`src/rtl/sb_uart_pkg.sv`:
```
// -----------------------------------------------------------------------------
// sb_uart_pkg
// Shared definitions for the string UART receive path: the bit-level FSM state
// encoding and the default framing constants that match the string transmitter.
// -----------------------------------------------------------------------------
package sb_uart_pkg;

  // Bit-level receiver states
  typedef enum logic [2:0] {
    S_IDLE,
    S_START,
    S_DATA,
    S_STOP,
    S_BREAK
  } rx_state_t;

  // 50 MHz / 115200 baud
  localparam int DEFAULT_CLKS_PER_BIT = 434;

  // End-of-message character ('#'); it is kept in the received string
  localparam logic [7:0] TERM_CHAR = 8'h23;

  // Width of the string bus in bytes
  localparam int MAX_STR_BYTES = 16;

endpackage

```
`src/rtl/sb_uart_rx_byte.sv`:
```
// -----------------------------------------------------------------------------
// sb_uart_rx_byte
// 8N1 byte receiver: 2-FF synchroniser, start/data/stop bit FSM and
// single-cycle byte-valid / framing-error strobes.
//
// Ports:
//   clk, rst_n   system clock, asynchronous active-low reset
//   rx           raw serial line, idle high, asynchronous to clk
//   data         last good byte, valid with byte_valid
//   byte_valid   one-cycle strobe: a byte with a good stop bit arrived
//   frame_err    one-cycle strobe: stop bit sampled low
//   idle         FSM is in IDLE (port exists only with SB_UART_RX_TIMEOUT_EN)
// -----------------------------------------------------------------------------
module sb_uart_rx_byte
  import sb_uart_pkg::*;
#(
  parameter int CLKS_PER_BIT = DEFAULT_CLKS_PER_BIT
) (
  input  logic       clk,
  input  logic       rst_n,
  input  logic       rx,
  output logic [7:0] data,
  output logic       byte_valid,
  output logic       frame_err
`ifdef SB_UART_RX_TIMEOUT_EN
  ,
  output logic       idle
`endif
);

  localparam int CW = $clog2(CLKS_PER_BIT);
  // The IDLE cycle that detects the falling edge counts as the first cycle of
  // the half bit, so START samples one count earlier than CLKS_PER_BIT/2-1.
  localparam logic [CW-1:0] HALF_LAST = CW'(CLKS_PER_BIT / 2 - 2);
  localparam logic [CW-1:0] BIT_LAST  = CW'(CLKS_PER_BIT - 1);

  logic [1:0]    sync_reg;
  logic          rxs;
  rx_state_t     state_reg;
  logic [CW-1:0] cnt_reg;
  logic [2:0]    bit_reg;
  logic [7:0]    shift_reg;
  logic [7:0]    data_reg;
  logic          byte_valid_reg;
  logic          frame_err_reg;

  // Synchroniser resets to the idle (high) line level so reset never looks
  // like a start bit.
  always_ff @(posedge clk or negedge rst_n) begin
    if (!rst_n) begin
      sync_reg <= 2'b11;
    end else begin
      sync_reg <= {sync_reg[0], rx};
    end
  end

  assign rxs = sync_reg[1];

  always_ff @(posedge clk or negedge rst_n) begin
    if (!rst_n) begin
      state_reg      <= S_IDLE;
      cnt_reg        <= '0;
      bit_reg        <= '0;
      shift_reg      <= '0;
      data_reg       <= '0;
      byte_valid_reg <= 1'b0;
      frame_err_reg  <= 1'b0;
    end else begin
      byte_valid_reg <= 1'b0;
      frame_err_reg  <= 1'b0;
      case (state_reg)
        S_IDLE: begin
          if (!rxs) begin
            state_reg <= S_START;
            cnt_reg   <= '0;
          end
        end
        S_START: begin
          if (cnt_reg == HALF_LAST) begin
            cnt_reg   <= '0;
            bit_reg   <= '0;
            // A line that is high again at mid start bit was a glitch
            state_reg <= rxs ? S_IDLE : S_DATA;
          end else begin
            cnt_reg <= cnt_reg + 1'b1;
          end
        end
        S_DATA: begin
          if (cnt_reg == BIT_LAST) begin
            cnt_reg   <= '0;
            shift_reg <= {rxs, shift_reg[7:1]};
            bit_reg   <= bit_reg + 1'b1;
            if (bit_reg == 3'd7) begin
              state_reg <= S_STOP;
            end
          end else begin
            cnt_reg <= cnt_reg + 1'b1;
          end
        end
        S_STOP: begin
          if (cnt_reg == BIT_LAST) begin
            cnt_reg <= '0;
            if (rxs) begin
              data_reg       <= shift_reg;
              byte_valid_reg <= 1'b1;
              state_reg      <= S_IDLE;
            end else begin
              frame_err_reg <= 1'b1;
              state_reg     <= S_BREAK;
            end
          end else begin
            cnt_reg <= cnt_reg + 1'b1;
          end
        end
        S_BREAK: begin
          // Hold off until the line returns high so a stuck-low line
          // cannot be read as a stream of zero bytes.
          if (rxs) begin
            state_reg <= S_IDLE;
          end
        end
        default: state_reg <= S_IDLE;
      endcase
    end
  end

  assign data       = data_reg;
  assign byte_valid = byte_valid_reg;
  assign frame_err  = frame_err_reg;
`ifdef SB_UART_RX_TIMEOUT_EN
  assign idle       = (state_reg == S_IDLE);
`endif

endmodule

```
`src/rtl/sb_1237_uart_rx.sv`:
```
// -----------------------------------------------------------------------------
// sb_1237_uart_rx
// UART string receiver: collects bytes from sb_uart_rx_byte into a
// right-justified 128-bit string and publishes it on the terminator
// character, on reaching MAX_LEN bytes, or (optionally) on line idle.
//
// Optional feature macro: SB_UART_RX_TIMEOUT_EN
//   defined   -> a partial message is published after IDLE_BITS idle bit times
//   undefined -> a partial message waits for TERM_CHAR or MAX_LEN
//
// Ports:
//   clk, rst_n   system clock, asynchronous active-low reset
//   rx           serial input, idle high
//   str          message, first byte at [(str_len-1)*8 +: 8], last at [7:0]
//   str_len      byte count of str (1..MAX_LEN)
//   msg_valid    one-cycle pulse when str/str_len are updated
//   frame_err    one-cycle pulse on a bad stop bit
// -----------------------------------------------------------------------------
module sb_1237_uart_rx
  import sb_uart_pkg::*;
#(
  parameter int         CLKS_PER_BIT = DEFAULT_CLKS_PER_BIT,
  parameter int         MAX_LEN      = MAX_STR_BYTES,
  parameter logic [7:0] TERM_CHAR    = sb_uart_pkg::TERM_CHAR,
  parameter int         IDLE_BITS    = 20
) (
  input  logic                       clk,
  input  logic                       rst_n,
  input  logic                       rx,
  output logic [MAX_STR_BYTES*8-1:0] str,
  output logic [7:0]                 str_len,
  output logic                       msg_valid,
  output logic                       frame_err
);

  localparam int SW = MAX_STR_BYTES * 8;

  if (MAX_LEN < 1 || MAX_LEN > MAX_STR_BYTES || IDLE_BITS < 1 || CLKS_PER_BIT < 4) begin : g_bad_params
    $error("sb_1237_uart_rx: parameter out of range");
  end

  logic [7:0]    rx_byte;
  logic          rx_byte_valid;
  logic          rx_frame_err;
  logic [SW-1:0] buf_reg;
  logic [SW-1:0] buf_shift;
  logic [4:0]    cnt_reg;
  logic [4:0]    cnt_inc;
  logic          is_last;
  logic          timeout_hit;
  logic [SW-1:0] str_reg;
  logic [7:0]    str_len_reg;
  logic          msg_valid_reg;
`ifdef SB_UART_RX_TIMEOUT_EN
  logic          rx_idle;
`endif

  sb_uart_rx_byte #(
    .CLKS_PER_BIT(CLKS_PER_BIT)
  ) u_byte (
    .clk       (clk),
    .rst_n     (rst_n),
    .rx        (rx),
    .data      (rx_byte),
    .byte_valid(rx_byte_valid),
    .frame_err (rx_frame_err)
`ifdef SB_UART_RX_TIMEOUT_EN
    ,
    .idle      (rx_idle)
`endif
  );

  // Buffer shifted left one byte with the new byte in lane 0
  assign buf_shift[7:0] = rx_byte;
  for (genvar gi = 1; gi < MAX_STR_BYTES; gi++) begin : g_lane
    assign buf_shift[gi*8 +: 8] = buf_reg[(gi-1)*8 +: 8];
  end

  assign cnt_inc = cnt_reg + 5'd1;
  assign is_last = (rx_byte == TERM_CHAR) || (cnt_inc == 5'(MAX_LEN));

`ifdef SB_UART_RX_TIMEOUT_EN
  localparam int IDLE_LIMIT = IDLE_BITS * CLKS_PER_BIT;
  localparam int TW         = $clog2(IDLE_LIMIT);

  logic [TW-1:0] idle_cnt_reg;

  assign timeout_hit = rx_idle && (cnt_reg != 5'd0) && (idle_cnt_reg == TW'(IDLE_LIMIT - 1));

  // Runs only while a partial message waits; any start edge takes the byte
  // FSM out of IDLE and restarts the count.
  always_ff @(posedge clk or negedge rst_n) begin
    if (!rst_n) begin
      idle_cnt_reg <= '0;
    end else if (!rx_idle || cnt_reg == 5'd0 || timeout_hit) begin
      idle_cnt_reg <= '0;
    end else begin
      idle_cnt_reg <= idle_cnt_reg + 1'b1;
    end
  end
`else
  assign timeout_hit = 1'b0;
`endif

  always_ff @(posedge clk or negedge rst_n) begin
    if (!rst_n) begin
      buf_reg       <= '0;
      cnt_reg       <= '0;
      str_reg       <= '0;
      str_len_reg   <= '0;
      msg_valid_reg <= 1'b0;
    end else begin
      msg_valid_reg <= 1'b0;
      if (rx_byte_valid) begin
        if (is_last) begin
          str_reg       <= buf_shift;
          str_len_reg   <= {3'b000, cnt_inc};
          msg_valid_reg <= 1'b1;
          buf_reg       <= '0;
          cnt_reg       <= '0;
        end else begin
          buf_reg <= buf_shift;
          cnt_reg <= cnt_inc;
        end
      end else if (rx_frame_err) begin
        // A corrupted byte poisons the whole message in progress
        buf_reg <= '0;
        cnt_reg <= '0;
      end else if (timeout_hit) begin
        str_reg       <= buf_reg;
        str_len_reg   <= {3'b000, cnt_reg};
        msg_valid_reg <= 1'b1;
        buf_reg       <= '0;
        cnt_reg       <= '0;
      end
    end
  end

  assign str       = str_reg;
  assign str_len   = str_len_reg;
  assign msg_valid = msg_valid_reg;
  assign frame_err = rx_frame_err;

endmodule

```
`config.mk`:
```
export PLATFORM = sky130hd
export DESIGN_NAME = sb_1237_uart_rx
export DESIGN_NICKNAME = d
export VERILOG_FILES = /design/src/rtl/sb_uart_pkg.sv /design/src/rtl/sb_uart_rx_byte.sv /design/src/rtl/sb_1237_uart_rx.sv
export SDC_FILE = /design/constraint.sdc
export NUM_CORES = 1
export LEC_CHECK = 0
export CAP_MARGIN = 10
export CORE_MARGIN = 3
export CORE_UTILIZATION = 54
export DETAILED_ROUTE_END_ITERATION = 16
export MAX_ROUTING_LAYER = met4
export PLACE_DENSITY = 0.78
export SLEW_MARGIN = 20
export SYNTH_ARGS = -nofsm -noshare
export SYNTH_HDL_FRONTEND = slang
export SYNTH_SLANG_ARGS = --single-unit
```
`constraint.sdc`:
```
create_clock -name clk -period 2.67 [get_ports clk]
set_input_delay 0.6675 -clock clk [delete_from_list [all_inputs] [get_ports clk]]
set_output_delay 0.6675 -clock clk [all_outputs]
set_load 0.01 [all_outputs]
```
=== Yosys cells after proc, flatten, opt, wreduce, memory -nomap -nowiden ===
Cells that the tools add are included.

* Reduce and logical (&&, ||, !) cells: 12
* $add $sub $neg: 3
* Multiplexer cells: 30
* Equal/unequal tests: 15

{| class="wikitable"
|+ Operator list
! cell !! count
|-
| 120-bit 2-to-1 mux || 3
|-
| 3-bit 2-to-1 mux || 9
|-
| 9-bit 2-to-1 mux || 3
|-
| 9-bit case mux with 3 select lines || 1
|-
| 5-bit 2-to-1 mux || 3
|-
| 3-bit case mux with 5 select lines || 1
|-
| 2-bit by 1-bit != test with 1-bit output, second input constant || 5
|-
| 9-bit by 1-bit adder with 9-bit output, second input constant || 1
|-
| 9-bit by 8-bit equality test with 1-bit output, second input constant || 1
|-
| 9-bit equality test, second input constant || 1
|-
| 8-bit by 6-bit equality test with 1-bit output, second input constant || 1
|-
| 1-bit 2-to-1 mux || 8
|-
| 3-bit by 2-bit equality test with 1-bit output, second input constant || 2
|-
| 3-bit equality test, second input constant || 2
|-
| 3-bit case mux with 2 select lines || 1
|-
| 2-bit AND reduction || 3
|-
| 3-bit AND reduction || 2
|-
| 6-bit AND reduction || 1
|-
| 5-bit by 1-bit adder with 5-bit output, second input constant || 1
|-
| 5-bit equality test, second input constant || 1
|-
| 2-bit nonzero test || 2
|-
| 3-bit by 1-bit adder with 3-bit output, second input constant || 1
|-
| 3-bit by 1-bit equality test with 1-bit output, second input constant || 1
|-
| 3-bit logical NOT || 1
|-
| 5 further kinds || 5
|}

* Logic and storage cells: 73
* Output and inout bits: 138
* Bits in registers: 294

=== Depth between registers and ports, before layout ===
* Depth in word-level cells: 5
* Gate-level depth with buffers: 8
* Depth with buffers taken out: 7

=== By module ===
Synthesis repeated with hierarchy kept, for this count alone.

* Cells, all modules: 747
* Area total of the unflattened synthesis: 11469.8 µm²

{| class="wikitable"
|+ By module, submodules not included
! module !! cells an instance !! instances !! area an instance (µm²)
|-
| sb_1237_uart_rx || 598 || 1 || 9755.6
|-
| sb_uart_rx_byte || 149 || 1 || 1714.1
|}

=== Worst setup path before layout ===
No wires, ideal clock.

* Kind: reg-to-reg
* Start: reg cnt_reg[0]
* End: reg str_reg[120], in the netlist str[120]
* Buffers on the path: 2
* Cell stages (with the launch flop): 8
* Clock period less this slack: 1.941 ns
* Setup time: 0.125 ns
* Setup slack: 0.729 ns
* Arrival time: 1.816 ns
* Data required time: 2.545 ns
* Path through: dfrtp_1 > ha_1 > nand2_1 > a21oi_1 > o21ai_2 > buf_2 > buf_2 > mux2_2

* Word-level cells in the longest chain between the ends: 4

{| class="wikitable"
|+ Ends and longest elaborated chain
! item !! RTL line !! text
|-
| start, declared || sb_1237_uart_rx.sv:47 || <nowiki>logic [4:0] cnt_reg;</nowiki>
|-
| start signal, assigned || sb_1237_uart_rx.sv:123 || <nowiki>cnt_reg <= cnt_inc;</nowiki>
|-
| 5-bit by 1-bit adder with 5-bit output || sb_1237_uart_rx.sv:79 || <nowiki>assign cnt_inc = cnt_reg + 5'd1;</nowiki>
|-
| 5-bit equality test || sb_1237_uart_rx.sv:80 || <nowiki>assign is_last = (rx_byte == TERM_CHAR) || (cnt_inc == 5'(MAX_LEN));</nowiki>
|-
| 1-bit logical OR || sb_1237_uart_rx.sv:80 ||
|-
| 2-bit AND reduction (no line) || n/a ||
|-
| end signal, assigned || sb_1237_uart_rx.sv:116 || <nowiki>str_reg <= buf_shift;</nowiki>
|-
| end signal, assigned || sb_1237_uart_rx.sv:130 || <nowiki>str_reg <= buf_reg;</nowiki>
|-
| end, declared || sb_1237_uart_rx.sv:51 || <nowiki>logic [SW-1:0] str_reg;</nowiki>
|}

Every way passes these cells.
A chain may end at the register's enable or synchronous reset.

=== Worst setup path in the final report ===
* Start: reg cnt_reg[0]
* End: reg str_reg[35], in the netlist str[35]

The elaborated chain is that of the path after synthesis.

==> results by group <==
Power and ir drop
  • Pwr/cell area: 618 nW/um2
  • Leakage: 6.74 nW
  • Pwr Total: 8.45 mW
  • Peak VDD IR: 595 uV

Global routing
  • Overflow after GRT: 0
  • Largest net degree at the start of global routing: 123
  • First-pass GRT wire length: 37.6 mm
  • GRT Total Usage: 0.214
  • Number of global-route vias before repair: 7005
  • Initial antenna violation count: 0

Synthesis
  • Compound-Gate Fraction of Synth Area: 0.118
  • Post-synth top area cell: dfrtp_1
  • Ys Warns: 0
  • Combinational family with the most area after synthesis: multiplexers
  • Synth cell count leaders: dfrtp_1 (292), mux2_2 (132), a22o_1 (123)
  • Synthesized area: 11100 um2
  • Post-Synth XOR/XNOR Area: 0.00237
  • Count leader, synth: dfrtp_1
  • Flops & latches, synth: 294
  • Sequential fraction of the synthesis area: 0.664
  • Synth Area in Adders: 0.00565
  • Cells after synthesis: 740
  • Post-synthesis simple-gate area fraction: 0.0387
  • Mux cell area share after synthesis: 0.145
  • Top-area cell type share of the netlist area: 0.659
  • Synth cell types: 46
  • Largest cells by area after synthesis: dfrtp_1 (66%), mux2_2 (13%), a22o_1 (9.7%)
  • Async set-reset flop share out of synthesis: 1.00
  • Top_reg_cell synth: dfrtp_1
  • Post-synth EDFFs: 0
  • Synth Area per Inst: 15.0 um2

Detailed routing
  • DR DRC count: 0
  • WL met1: 9.96 mm
  • Routed Wire Length: 22.7 mm
  • Via count: 6721
  • Wire per inst: 19.6 um
  • Post-DR vias/cell: 5.81
  • Met3 wire len: 1.14 mm
  • Initial DRT Pass Iterations: 6
  • Met2 Wirelength: 11.3 mm
  • DR top layer: met4
  • DR iter-0 viols: 406
  • Antenna violation net count after detailed routing: 0

Critical path
  • Critical Path Fanout Max: 106
  • Arrival time at the worst endpoint: 2770 ps
  • Kind of critical path: register to register
  • Cell Chain, Critical Path: ha_1 > nand2_1 > a21oi_1 > o21ai_4 > buf_12 > mux2_2
  • Buffers & Inverters on Critical Path: 1
  • Crit path required time: 3100 ps
  • Crit end category: register
  • Max incr delay on CP: 490 ps
  • FF-to-FF setup slack: 330 ps
  • R2R depth: 6
  • CP max stage cell: a21oi_1
  • Worst Setup Start Kind: register
  • Crit path max-delay family: compound AO/OA/AOI/OAI gates
  • Stages on the worst setup path: 6

Floorplanning
  • Die height: 149 um
  • Die width: 149 um
  • Area of the core: 19800 um2
  • Starting Density: 0.560
  • Site Rows: 51
  • Die area: 22300 um2
  • I/O Pins: 141

Layout
  • Sequential cell area: 7360 um2
  • Cell Count, Final, Fillers Out: 1156
  • Share of cells above drive strength 1: 0.231
  • Max reg flops: 128
  • Number of fillers in the final layout: 1299
  • Area occupied by multi-input gates: 3480 um2
  • N_diodes: 0
  • Final net count: 881
  • Area delta synth->final: 23.4%

STA
  • Post-layout min period: 2340 ps
  • Fin. max-slew vios: 0
  • Fin Clk Skew: 17.5 ps
  • Setup TNS: 0 ps
  • Worst-margin pin slew: 831 ps
  • Slew headroom: 0.444
  • Final period utilization: 0.877
  • Fmax achieved: 0.427 GHz
  • RSZ-0062 raised after global routing: false
  • # setup viols final: 0
  • Final hold violations: 0

CTS
  • Inserted Clock Buffers: 29
  • H-tree depth: 1
  • CTS Buffer Depth: 3
  • Clk slew on worst S/H paths: 60 ps
  • Sink Count: 294
  • Number of hold buffers added after cts: 0
  • PostCTS Resize Cnt: 0
  • Clk root buf: clkbuf_16
  • Postcts setup bufs: 0
  • TritonCTS clock tree: built
  • Worst skew pair latency: 550 ps

Place
  • DP HPWL: 14.7 mm
  • IO buf count: 137
  • Dpl cells: 1107
  • GPL Wtd Cong: 0.864

Status
  • Status: completed

Job
  • Max cap viols: 0

Worst hold path
  • Min-delay worst type: input pin to async pin
[layout make-up]
class / instances / share of cell area
clock inverter: 10 / 0.00860
sequential: 294 / 0.538
multi-input combinational: 391 / 0.254
tap: 265 / 0.0243
inverter: 9 / 0.00247
timing repair buffer: 148 / 0.114
clock buffer: 39 / 0.0580
[path summary, 6_finish.rpt]
path / start / to
hold / removal: rst_n / str[105]
setup / recovery: cnt_reg[0] / str[35]
min in group clk: u_byte.sync_reg[0] / u_byte.sync_reg[1]
setup reg to reg: cnt_reg[0] / str[35]
hold reg to reg: u_byte.sync_reg[0] / u_byte.sync_reg[1]
max in group asynchronous: rst_n / u_byte.sync_reg[1]
[metrics by stage]
| stage | worst slack, ps | hold slack [ps] | util | area [um2] |
|---|---|---|---|---|
| floorplan | 729 | 345 | - | 11100 |
| global placement | 553 | 351 | 0.645 | 12800 |
| finish | 330 | 75.7 | 0.691 | 13700 |
| global route | 230 | 94.7 | 0.691 | 13700 |
| CTS | 385 | 70.6 | 0.691 | 13700 |
| detailed placement | 446 | 354 | 0.645 | 12800 |
[cell usage in the layout (no fill, tap or decap), drive strengths merged, types with 2 or more instances in the layout]
master,synthesis,layout
nand4,3,3
a21oi,9,9
and3,2,2
inv,9,10
mux2i,2,2
nand3,6,6
nor2,11,11
nor3b,4,4
ha,5,5
mux2,139,139
nor3,4,4
clkdlybuf4s50,0,136
a21o,6,6
nand2,37,37
nand4b,3,3
dfstp,2,2
clkinv,0,6
dfrtp,292,292
nor4b,2,2
a31oi,2,2
nor4,2,2
or2,3,3
o22ai,2,2
conb,1,3
buf,29,12
a22o,123,123
o21ai,10,10
bufinv,0,2
clkbuf,19,39
xor2,2,2
[cell families after synthesis]
group,Yosys count
xor gates and xnor gates,3
other,1
AOI/OAI and AO/OA,157
muxes,141
buffers and inverters,57
and+or+nand+nor,82
DFF,294
adders and majority gates,5
[where the power goes]
group	internal (mW)	leakage [nW]	switching, mW	total (mW)
clock	2.27	0.449	1.62	3.89
combinational	0.0137	2.21	0.0846	0.0983
sequential	4.46	4.09	0.00195	4.46
total	6.74	6.74	1.70	8.45
[per-layer routing]
metal / vias to the layer above / track usage
met5: - / -
met4: 0 / 0.0449
met3: 33 / 0.0301
met2: 190 / 0.341
met1: 3518 / 0.301
li1: 2980 / -
No activity file was read; power rests on OpenSTA's default activity.
